### config.mk
export PLATFORM = sky130hd
export DESIGN_NAME = seq_isqrt
export DESIGN_NICKNAME = d
export VERILOG_FILES = /design/src/rtl/cordic_sqrt_pkg.sv /design/src/rtl/isqrt_step.sv /design/src/rtl/seq_isqrt.sv
export SDC_FILE = /design/constraint.sdc
export NUM_CORES = 1
export LEC_CHECK = 0
export ABC_CLOCK_PERIOD_IN_PS = 2000
export CELL_PAD_IN_SITES_DETAIL_PLACEMENT = 1
export CELL_PAD_IN_SITES_GLOBAL_PLACEMENT = 2
export CORE_MARGIN = 2
export CORE_UTILIZATION = 28
export CTS_BUF_LIST = sky130_fd_sc_hd__clkbuf_16
export CTS_CLUSTER_SIZE = 16
export DETAILED_ROUTE_END_ITERATION = 10
export PLACE_DENSITY = 0.83
export SETUP_SLACK_MARGIN = 0.05
export SYNTH_ARGS = -nofsm -noshare
export SYNTH_HDL_FRONTEND = slang
export SYNTH_SLANG_ARGS = --single-unit
### constraint.sdc
create_clock -name clk -period 2 [get_ports clk]
set_input_delay 0.6 -clock clk [delete_from_list [all_inputs] [get_ports clk]]
set_output_delay 0.6 -clock clk [all_outputs]
set_load 0.05 [all_outputs]
### src/rtl/cordic_sqrt_pkg.sv
// Shared constants and helpers for the cordic_sqrt_seq datapath blocks.
package cordic_sqrt_pkg;

  localparam int ISQRT_BW_RAD_DEFAULT = 8;
  localparam int ISQRT_BW_CNT_DEFAULT = 3;

  // Ceiling log2 for deriving counter widths at integration time.
  function automatic int clog2(input int value);
    int res;
    res = 0;
    for (int i = 0; i < 31; i++) begin
      if ((32'sd1 <<< i) < value) begin
        res = i + 1;
      end else begin
        res = res;
      end
    end
    return res;
  endfunction

endpackage

### src/rtl/isqrt_step.sv
// One restoring square-root digit: trial-subtract {root,01} from the
// extended remainder and keep the difference when it does not borrow.
module isqrt_step #(
  parameter int BW_RAD = 8
) (
  input  logic [BW_RAD/2:0]   rem_i,
  input  logic [BW_RAD/2-1:0] root_i,
  input  logic [1:0]          rad_bits_i,
  output logic [BW_RAD/2:0]   rem_o,
  output logic                root_bit_o
);

  localparam int H = BW_RAD / 2;

  logic [H+2:0] r2_s;
  logic [H+2:0] trial_s;
  logic [H+2:0] diff_s;
  logic         unused_bits_s;

  assign r2_s    = {rem_i, rad_bits_i};
  assign trial_s = {1'b0, root_i, 2'b01};
  assign diff_s  = r2_s - trial_s;

  // r2 stays below 2**(H+2), so the MSB of the difference is a clean borrow.
  always_comb begin
    rem_o      = r2_s[H:0];
    root_bit_o = 1'b0;
    if (diff_s[H+2] == 1'b0) begin
      rem_o      = diff_s[H:0];
      root_bit_o = 1'b1;
    end else begin
      rem_o      = r2_s[H:0];
      root_bit_o = 1'b0;
    end
  end

  // Upper bits are provably zero once the remainder is stored.
  assign unused_bits_s = ^{diff_s[H+1], r2_s[H+2:H+1]};

endmodule

### src/rtl/seq_isqrt.sv
// Sequential restoring integer square root, one root bit per clock, with the
// clear/start/busy handshake of the upstream multiplier plus a done pulse.
module seq_isqrt
  import cordic_sqrt_pkg::*;
#(
  parameter int BW_RAD = ISQRT_BW_RAD_DEFAULT,
  parameter int BW_CNT = ISQRT_BW_CNT_DEFAULT
) (
  input  logic                clk,
  input  logic                rstx,
  input  logic                clear,
  input  logic                start,
  input  logic                rad_is_signed,
  input  logic [BW_RAD-1:0]   rad,
  output logic [BW_RAD/2-1:0] root,
  output logic [BW_RAD/2:0]   rem,
  output logic                busy,
  output logic                done,
  output logic                neg
);

  localparam int BW_ROOT = BW_RAD / 2;
  localparam logic [BW_CNT-1:0] CNT_ZERO = {BW_CNT{1'b0}};
  localparam logic [BW_CNT-1:0] CNT_ONE  = {{(BW_CNT-1){1'b0}}, 1'b1};
  localparam logic [BW_CNT-1:0] CNT_ITER = BW_CNT'(BW_ROOT);

  logic [BW_CNT-1:0]  cnt_q,  cnt_d;
  logic [BW_ROOT-1:0] root_q, root_d;
  logic [BW_ROOT:0]   rem_q,  rem_d;
  logic [BW_RAD-1:0]  sr_q,   sr_d;
  logic               neg_q,  neg_d;
  logic               done_q, done_d;

  logic [BW_ROOT:0]   step_rem_s;
  logic               step_bit_s;
  logic               rad_neg_s;

  assign rad_neg_s = rad_is_signed & rad[BW_RAD-1];

  isqrt_step #(
    .BW_RAD(BW_RAD)
  ) u_step (
    .rem_i      (rem_q),
    .root_i     (root_q),
    .rad_bits_i (sr_q[BW_RAD-1:BW_RAD-2]),
    .rem_o      (step_rem_s),
    .root_bit_o (step_bit_s)
  );

  // Next-state: clear beats start beats iterate; otherwise hold.
  always_comb begin
    cnt_d  = cnt_q;
    root_d = root_q;
    rem_d  = rem_q;
    sr_d   = sr_q;
    neg_d  = neg_q;
    done_d = 1'b0;
    if (clear) begin
      cnt_d  = CNT_ZERO;
      root_d = {BW_ROOT{1'b0}};
      rem_d  = {(BW_ROOT+1){1'b0}};
      neg_d  = 1'b0;
      done_d = 1'b0;
    end else if (start) begin
      root_d = {BW_ROOT{1'b0}};
      rem_d  = {(BW_ROOT+1){1'b0}};
      sr_d   = rad;
      if (rad_neg_s) begin
        neg_d  = 1'b1;
        cnt_d  = CNT_ZERO;
        done_d = 1'b1;
      end else begin
        neg_d  = 1'b0;
        cnt_d  = CNT_ITER;
        done_d = 1'b0;
      end
    end else if (cnt_q != CNT_ZERO) begin
      rem_d  = step_rem_s;
      root_d = {root_q[BW_ROOT-2:0], step_bit_s};
      sr_d   = {sr_q[BW_RAD-3:0], 2'b00};
      cnt_d  = cnt_q - CNT_ONE;
      done_d = (cnt_q == CNT_ONE);
    end else begin
      done_d = 1'b0;
    end
  end

  // State registers with asynchronous active-low reset.
  always_ff @(posedge clk or negedge rstx) begin
    if (!rstx) begin
      cnt_q  <= CNT_ZERO;
      root_q <= {BW_ROOT{1'b0}};
      rem_q  <= {(BW_ROOT+1){1'b0}};
      sr_q   <= {BW_RAD{1'b0}};
      neg_q  <= 1'b0;
      done_q <= 1'b0;
    end else begin
      cnt_q  <= cnt_d;
      root_q <= root_d;
      rem_q  <= rem_d;
      sr_q   <= sr_d;
      neg_q  <= neg_d;
      done_q <= done_d;
    end
  end

  assign busy = (cnt_q != CNT_ZERO);
  assign done = done_q;
  assign root = root_q;
  assign rem  = rem_q;
  assign neg  = neg_q;

endmodule

==> out/results.md, run 1 <==
### Run status
* **run status** finished clean

### Power and ir drop
* **Pwr per Cell Area** 1130 nW/um^2
* **Switching Share** 0.360
* **part of the power in the clock network** 0.210
* **Internal** 1.29 mW
* **total power** 2.02 mW
* **leakage** 0.799 nW
* **sequential power share** 0.287
* **part of the power in combinational logic** 0.503
* **P_sw** 725 uW
* **worst ir drop on vdd** 0.505 mV

### Route
* **Via Count** 1040
* **DRC violation count after routing** 0
* **drt first-iter violations** 17
* **DRT antenna net count** 0
* **detailed-router iteration count before antenna repair** 4
* **ratio of routed vias to standard cells** 4.86
* **overall routed net length** 3030 microns
* **routed wire length per instance** 14.2 microns

### Worst setup path
* **cells on worst reg2reg path** 7
* **signal arrival time at the worst endpoint** 2070 ps
* **worst reg2reg path startpoint** rem[1]
* **Setup Crit Path Kind** reg2reg
* **endpoint kind of the worst setup timing path** flop
* **setup slack of the worst register-to-register path** 70 ps
* **kind of launch point of the worst setup path** flop
* **Required @ worst endpoint** 2140 ps
* **Critical path origin** rem[1]
* **endpoint of the worst register-to-register path** rem[1]
* **Setup crit end** rem[1]
* **largest driver fanout on the critical path** 7

### Timing
* **clock period minus final worst setup slack** 1930 ps
* **worst slew slack as a fraction of its limit** 0.794
* **final setup violation count** 0
* **worst clock skew on the final layout** 4.56 ps
* **number of max-slew violations in the final report** 0
* **transition at the pin with the smallest max-transition slack** 304 ps
* **sum of negative setup slack** 0 ps
* **share of the clock period used by the worst path** 0.963
* **setup repair after global routing missed its margin** true
* **Final Worst Setup Slack** 74.4 ps
* **smallest hold slack** 484 ps
* **fmax** 519 MHz
* **hold violation count in the final report** 0

### Global routing
* **pin count of the biggest net entering global routing** 23
* **via count of the first global-routing pass** 1126
* **Total Routing Usage GR** 0.135
* **initial antenna violation count** 0
* **final global-route overflow total** 0
* **global-route wire length before repair** 5280 microns

### Place
* **instance area at placement** 1600 sq um
* **post-placement worst setup slack** -3.02 ps
* **DPL Wire Length** 2360 microns
* **routability congestion estimate from global placement** 0.746
* **DP Cell Count** 201
* **count of buffers inserted at the top-level ports** 24

### Layout
* **Ant. Diodes** 0
* **share of layout cells above drive strength 1** 0.341
* **fin cells** 214
* **Area Overhead vs Synth** 49.5%
* **multi-input logic area** 664 sq um
* **fill cell instance count of the final layout** 442
* **utilization of the core after routing** 0.441
* **final layout net count** 186
* **commonest cells after routing, fill and taps aside** 29 x buf_4, 17 x nand2_1, 15 x dfrtp_1, 13 x o21ai_0, 12 x clkdlybuf4s50_1
* **most common cell after layout, fill and taps aside** buf_4
* **sequential cell area in the final layout** 559 sq um
* **final design area excluding fillers** 1790 sq um

### Logic synthesis
* **post-synth net total** 141
* **sequential share of the synthesized area** 0.460
* **dominant synthesized flop cell** dfrtp_1
* **synthesized instance count** 120
* **ys async rst share** 1.00
* **unique cell type count in the Yosys netlist** 30
* **warnings from Yosys** 0
* **mean cell area of the mapped netlist** 9.97 sq um
* **summed instance area of the synthesized netlist** 1200 sq um
* **EDFF count, synth** 0
* **count of state elements after synthesis** 22

### Die
* **floorplan die area** 4810 sq um
* **total I/O pin count** 25
* **floorplan die width** 69.4 microns
* **Chip Height** 69.4 microns
* **floorplan row count** 23
* **starting density of the core** 0.295
* **core outline area** 4060 sq um

### Clock tree
* **clock tree from TritonCTS** done
* **CTS H-tree depth** 1
* **clock root buffer** clkbuf_16
* **total clock buffers created by CTS** 3
* **clock slew at the register clock pins of the worst setup and hold paths** 60 ps
* **# clock sinks** 22
* **cts-stage hold buffer count** 0
* **worst-case clock buffer depth** 2
* **clock latency of the later-clocked register in the worst-skew pair** 260 ps

### Run
* **Maximum Capacitance Violations** 0

### Worst hold path
* **Hold/Removal Path Class** reg2reg

## cells in the mapped netlist (2+ instances only)
cell type  number  area [sq um]
a21oi_1         2          10.0
a22o_1          2          17.5
clkbuf_1        3          11.3
dfrtp_1        22           551
ha_1            8           100
inv_1           8          30.0
mux2i_1         9          90.1
nand2_1        17          63.8
nand2b_1        2          12.5
nor2_1          5          18.8
nor2b_1         3          18.8
o21a_1          2          15.0
o21ai_0        14          70.1
o21ai_1         4          20.0
xnor2_1         3          26.3
xor2_1          2          17.5
## routing by layer
metal,global-route usage,vias to the layer above,part of all wire
met5,0,-,0
met2,0.262,26,0.54
met4,0.0283,0,0.0053
li1,-,498,-
met3,0.0320,3,0.048
met1,0.147,513,0.41
## timing repair
action | 4_1_cts | 5_1_grt
endpoints found under the setup margin | 4 | 5
buffers inserted | 8 | 1
pin swaps | 7 | 3
resized for setup | 6 | 4
hold endpoints to repair | 0 | 0
## state kept, by name (all words and copies together), names as in the netlist
register	flops
root	4
rem	5
neg	1
done	1
cnt_q	3
sr_q	8
## cell families (layout without fill, tap and decap cells)
family | count (synthesis) | in the layout | share of synthesized area
AOI/OAI and AO/OA | 30 | 30 | 0.173
adders and majority gates | 8 | 8 | 0.0837
xor gates and xnor gates | 5 | 5 | 0.0366
DFF | 22 | 22 | 0.460
buffers and inverters | 13 | 57 | 0.0408
and+or+nand+nor | 33 | 33 | 0.131
muxes | 9 | 9 | 0.0753
## area by class of cell
cell class                      count  share of cell area
Clock inverter                      1             0.00210
Clock buffer                        3              0.0420
Tap cell                           50              0.0350
Multi-Input combinational cell     85               0.372
Sequential cell                    22               0.313
Inverter                            9              0.0189
Timing Repair Buffer               44               0.218
## power by group through the flow
stage | Combinational, mW | Clock [mW] | Sequential, mW
6_report | 1.01 | 0.422 | 0.578
5_1_grt | 1.10 | 0.461 | 0.589
4_1_cts | 1.01 | 0.440 | 0.578
3_5_place_dp | 0.906 | 0 | 0.586
3_3_place_gp | 0.869 | 0 | 0.580
2_1_floorplan | 0.519 | 0 | 0.659
## worst max-delay path, cell delays in order, from the launching register on
cell and delay [ps]:
dfrtp_2 430, ha_4 170, or2_1 250, o2111a_1 280, a311oi_4 220, buf_6 170, nor3_2 40, a221o_1 250
## worst min path at each step
stage / slack, ps / depth (start not counted) / end / start
after floorplan: 300 / 0 / cnt_q[0] / rstx
after global placement: 460 / 2 / sr_q[4] / sr_q[4]
after detailed placement: 480 / 2 / sr_q[5] / sr_q[5]
after CTS: 490 / 2 / sr_q[5] / sr_q[5]
after global routing: 530 / 2 / sr_q[3] / sr_q[3]
final: 480 / 2 / sr_q[5] / sr_q[5]
Power figures use the tool's default switching activity.
==> run 2: changes to the inputs <==
--- a/config.mk
+++ b/config.mk
@@ -5,7 +5,7 @@
 export SDC_FILE = /design/constraint.sdc
 export NUM_CORES = 1
 export LEC_CHECK = 0
-export ABC_CLOCK_PERIOD_IN_PS = 2000
+export ABC_CLOCK_PERIOD_IN_PS = 1600
 export CELL_PAD_IN_SITES_DETAIL_PLACEMENT = 1
 export CELL_PAD_IN_SITES_GLOBAL_PLACEMENT = 2
 export CORE_MARGIN = 2
@@ -14,7 +14,7 @@
 export CTS_CLUSTER_SIZE = 16
 export DETAILED_ROUTE_END_ITERATION = 10
 export PLACE_DENSITY = 0.83
-export SETUP_SLACK_MARGIN = 0.05
+export SETUP_SLACK_MARGIN = 0.4
 export SYNTH_ARGS = -nofsm -noshare
 export SYNTH_HDL_FRONTEND = slang
 export SYNTH_SLANG_ARGS = --single-unit
==> constraint.sdc (replaced) <==
create_clock -name clk -period 1.6 [get_ports clk]
set_input_delay 0.48 -clock clk [delete_from_list [all_inputs] [get_ports clk]]
set_output_delay 0.48 -clock clk [all_outputs]
set_load 0.05 [all_outputs]
==> run 2 against run 1 <==
Compared with the run above: the run now ends with negative setup slack left; first-iteration DRC count is 59% higher; via count is 10% higher; routed wire length is 28% higher; hold slack better by 5.3 ps; non-clock buffer count is 24 higher; clock skew is 1.2 ps lower; core utilization is 11 points higher; sequential cell count stayed put; largest cell class unchanged; critical endpoint is now rem[3].
==> out/results.md, run 2 (synthesis gave the netlist of run 1 again) <==
### Run status
* **run status** finished with violations
* **violated checks** negative setup slack

### Worst setup path
* **setup slack of the worst register-to-register path** -400 ps, -470 ps
* **crit-path max cell delay** 430 ps, about the same
* **WP buf/inv** 1, unchanged
* **cells on worst reg2reg path** 7, unchanged
* **signal arrival time at the worst endpoint** 2140 ps, +70 ps
* **endpoint of the worst register-to-register path** rem[3]
* **cell at the slowest stage of the critical path** dfrtp_2
* **cell chain of the critical path** ha_4 > or2_4 > o2111a_1 > a311oi_4 > buf_6 > mux2i_1 > o21ai_1
* **Top delay family on crit path** compound AO/OA/AOI/OAI gates
* **worst reg2reg path startpoint** rem[1]
* **Setup Crit Path Kind** reg2reg
* **largest driver fanout on the critical path** 7, unchanged
* **endpoint kind of the worst setup timing path** flop
* **Required @ worst endpoint** 1740 ps, -400 ps
* **kind of launch point of the worst setup path** flop

### Layout
* **share of layout cells above drive strength 1** 0.497, +0.156
* **number of flip-flops in the largest register** 8, unchanged
* **most flop-heavy register** sr_q
* **most common cell after layout, fill and taps aside** buf_4
* **commonest cells after routing, fill and taps aside** 29 x buf_4, 15 x dfrtp_1, 15 x buf_6, 14 x o21ai_1, 13 x nand2_1
* **Area Overhead vs Synth** 86.7%
* **final layout net count** 211, +13%
* **Ant. Diodes** 0, unchanged

### Run
* **Maximum Capacitance Violations** 0, unchanged

### Place
* **post-placement worst setup slack** -397 ps, -394 ps
* **routability congestion estimate from global placement** 0.861, +15%
* **DPL Wire Length** 2550 microns, +8.0%
* **count of buffers inserted at the top-level ports** 24, unchanged

### Clock tree
* **clock latency of the later-clocked register in the worst-skew pair** 260 ps, about the same
* **# clock sinks** 22, unchanged
* **clock tree from TritonCTS** done
* **total clock buffers created by CTS** 3, unchanged
* **CTS H-tree depth** 1, unchanged
* **clock slew at the register clock pins of the worst setup and hold paths** 60 ps, about the same
* **cts-stage hold buffer count** 0, unchanged
* **worst-case clock buffer depth** 2, unchanged
* **clock root buffer** clkbuf_16

### Global routing
* **Total Routing Usage GR** 0.163, +0.0277
* **final global-route overflow total** 0, unchanged
* **via count of the first global-routing pass** 1232, +9.4%
* **pin count of the biggest net entering global routing** 23, unchanged
* **global-route wire length before repair** 6000 microns, +14%
* **initial antenna violation count** 0, unchanged

### Route
* **DRC violation count after routing** 0, unchanged
* **DRT antenna net count** 0, unchanged
* **overall routed net length** 3890 microns, +28%
* **detailed-router iteration count before antenna repair** 4, unchanged
* **Via Count** 1147, +10%
* **drt first-iter violations** 27, +10
* **ratio of routed vias to standard cells** 4.80, -1.2%
* **routed wire length per instance** 16.3 microns, +15%

### Worst hold path
* **Hold/Removal Path Class** reg2reg
* **worst hold stages** 2, unchanged
* **Worst Min Path Start** sr_q[5]
* **worst hold endpoint** sr_q[5]

### Timing
* **Final Worst Setup Slack** -398 ps, -472 ps
* **worst clock skew on the final layout** 3.36 ps, -1.20 ps
* **hold violation count in the final report** 0, unchanged
* **worst slew slack as a fraction of its limit** 0.793, -0.000992
* **number of max-slew violations in the final report** 0, unchanged
* **fmax** 501 MHz, -3.6%
* **transition at the pin with the smallest max-transition slack** 309 ps, +4.47 ps
* **clock period minus final worst setup slack** 2000 ps, +72.3 ps
* **final setup violation count** 7, +7
* **sum of negative setup slack** -2010 ps, -2010 ps
* **share of the clock period used by the worst path** 1.25, +0.286
* **setup repair after global routing missed its margin** true

### Die
* **floorplan die area** 4810 sq um, unchanged
* **core outline area** 4060 sq um, unchanged
* **floorplan die width** 69.4 microns, unchanged
* **Chip Height** 69.4 microns, unchanged
* **floorplan row count** 23, unchanged
* **total I/O pin count** 25, unchanged
* **starting density of the core** 0.295, unchanged

### Power and ir drop
* **leakage** 0.986 nW, +23%
* **worst ir drop on vdd** 0.437 mV, -13%
* **Pwr per Cell Area** 1300 nW/um^2, +16%

run 2: changes by cell type in the layout (fill, tap and decap cells not counted), sizes merged:
| cell | delta |
|---|---|
| buf | +24 |
| clkdlybuf4s50 | -2 |
| dlygate4sd2 | +2 |
| o21bai | +1 |
run 2: worst max path at each step:
stage / from / endpoint / depth (start not counted)
final: rem[1] / rem[3] / 7
after global routing: root[1] / rem[2] / 8
after CTS: rem[1] / rem[1] / 7
after detailed placement: rem[3] / rem[1] / 7
after global placement: rem[3] / rem[1] / 7
after floorplan: root[3] / rem[1] / 7
run 2: layer usage:
layer  global-route usage  up-vias  part of all wire
li1                     -      552                 -
met3               0.0262        9             0.036
met5                    0        -                 0
met4               0.0588        0             0.024
met1                0.166      556              0.36
met2                0.326       30              0.58
run 2: report_power, final:
group | switching, mW | internal [mW] | total [mW] | leakage, nW
Combinational | 0.748 | 0.896 | 1.64 | 0.662
Clock | 0.211 | 0.334 | 0.546 | 0.0423
Sequential | 0.0743 | 0.648 | 0.722 | 0.281
run 2: stage by stage:
step | std cells | utilization | total power, mW | hold WS [ps] | area (sq um)
6_report | 239 | 0.550 | 2.91 | 490 | 2230
5_1_grt | 239 | 0.550 | 3.07 | 518 | 2230
2_1_floorplan | 120 | - | 1.53 | 184 | 1300
3_5_place_dp | 219 | 0.468 | 2.10 | 483 | 1900
4_1_cts | 234 | 0.533 | 2.86 | 496 | 2160
3_3_place_gp | 219 | 0.468 | 2.05 | 471 | 1900
run 2: repair_timing:
item,in CTS,in global routing
gates resized for setup,28,9
pin swaps,15,4
cloned,1,1
setup endpoints to repair,34,33
setup buffers,10,4
run 2: worst reg2reg max path: stages, from the launching register on:
cell,delay (ps)
dfrtp_2,430
ha_4,170
or2_4,250
o2111a_1,270
a311oi_4,290
buf_6,180
mux2i_1,220
o21ai_1,90
run 2: layout make-up:
type	instances	area, sq um
sequential	22	559
tap	50	62.6
timing repair buffer	68	744
fill	426	1820
multi-input combinational	86	754
clock inverter	1	3.75
clock buffer	3	75.1
inverter	9	33.8
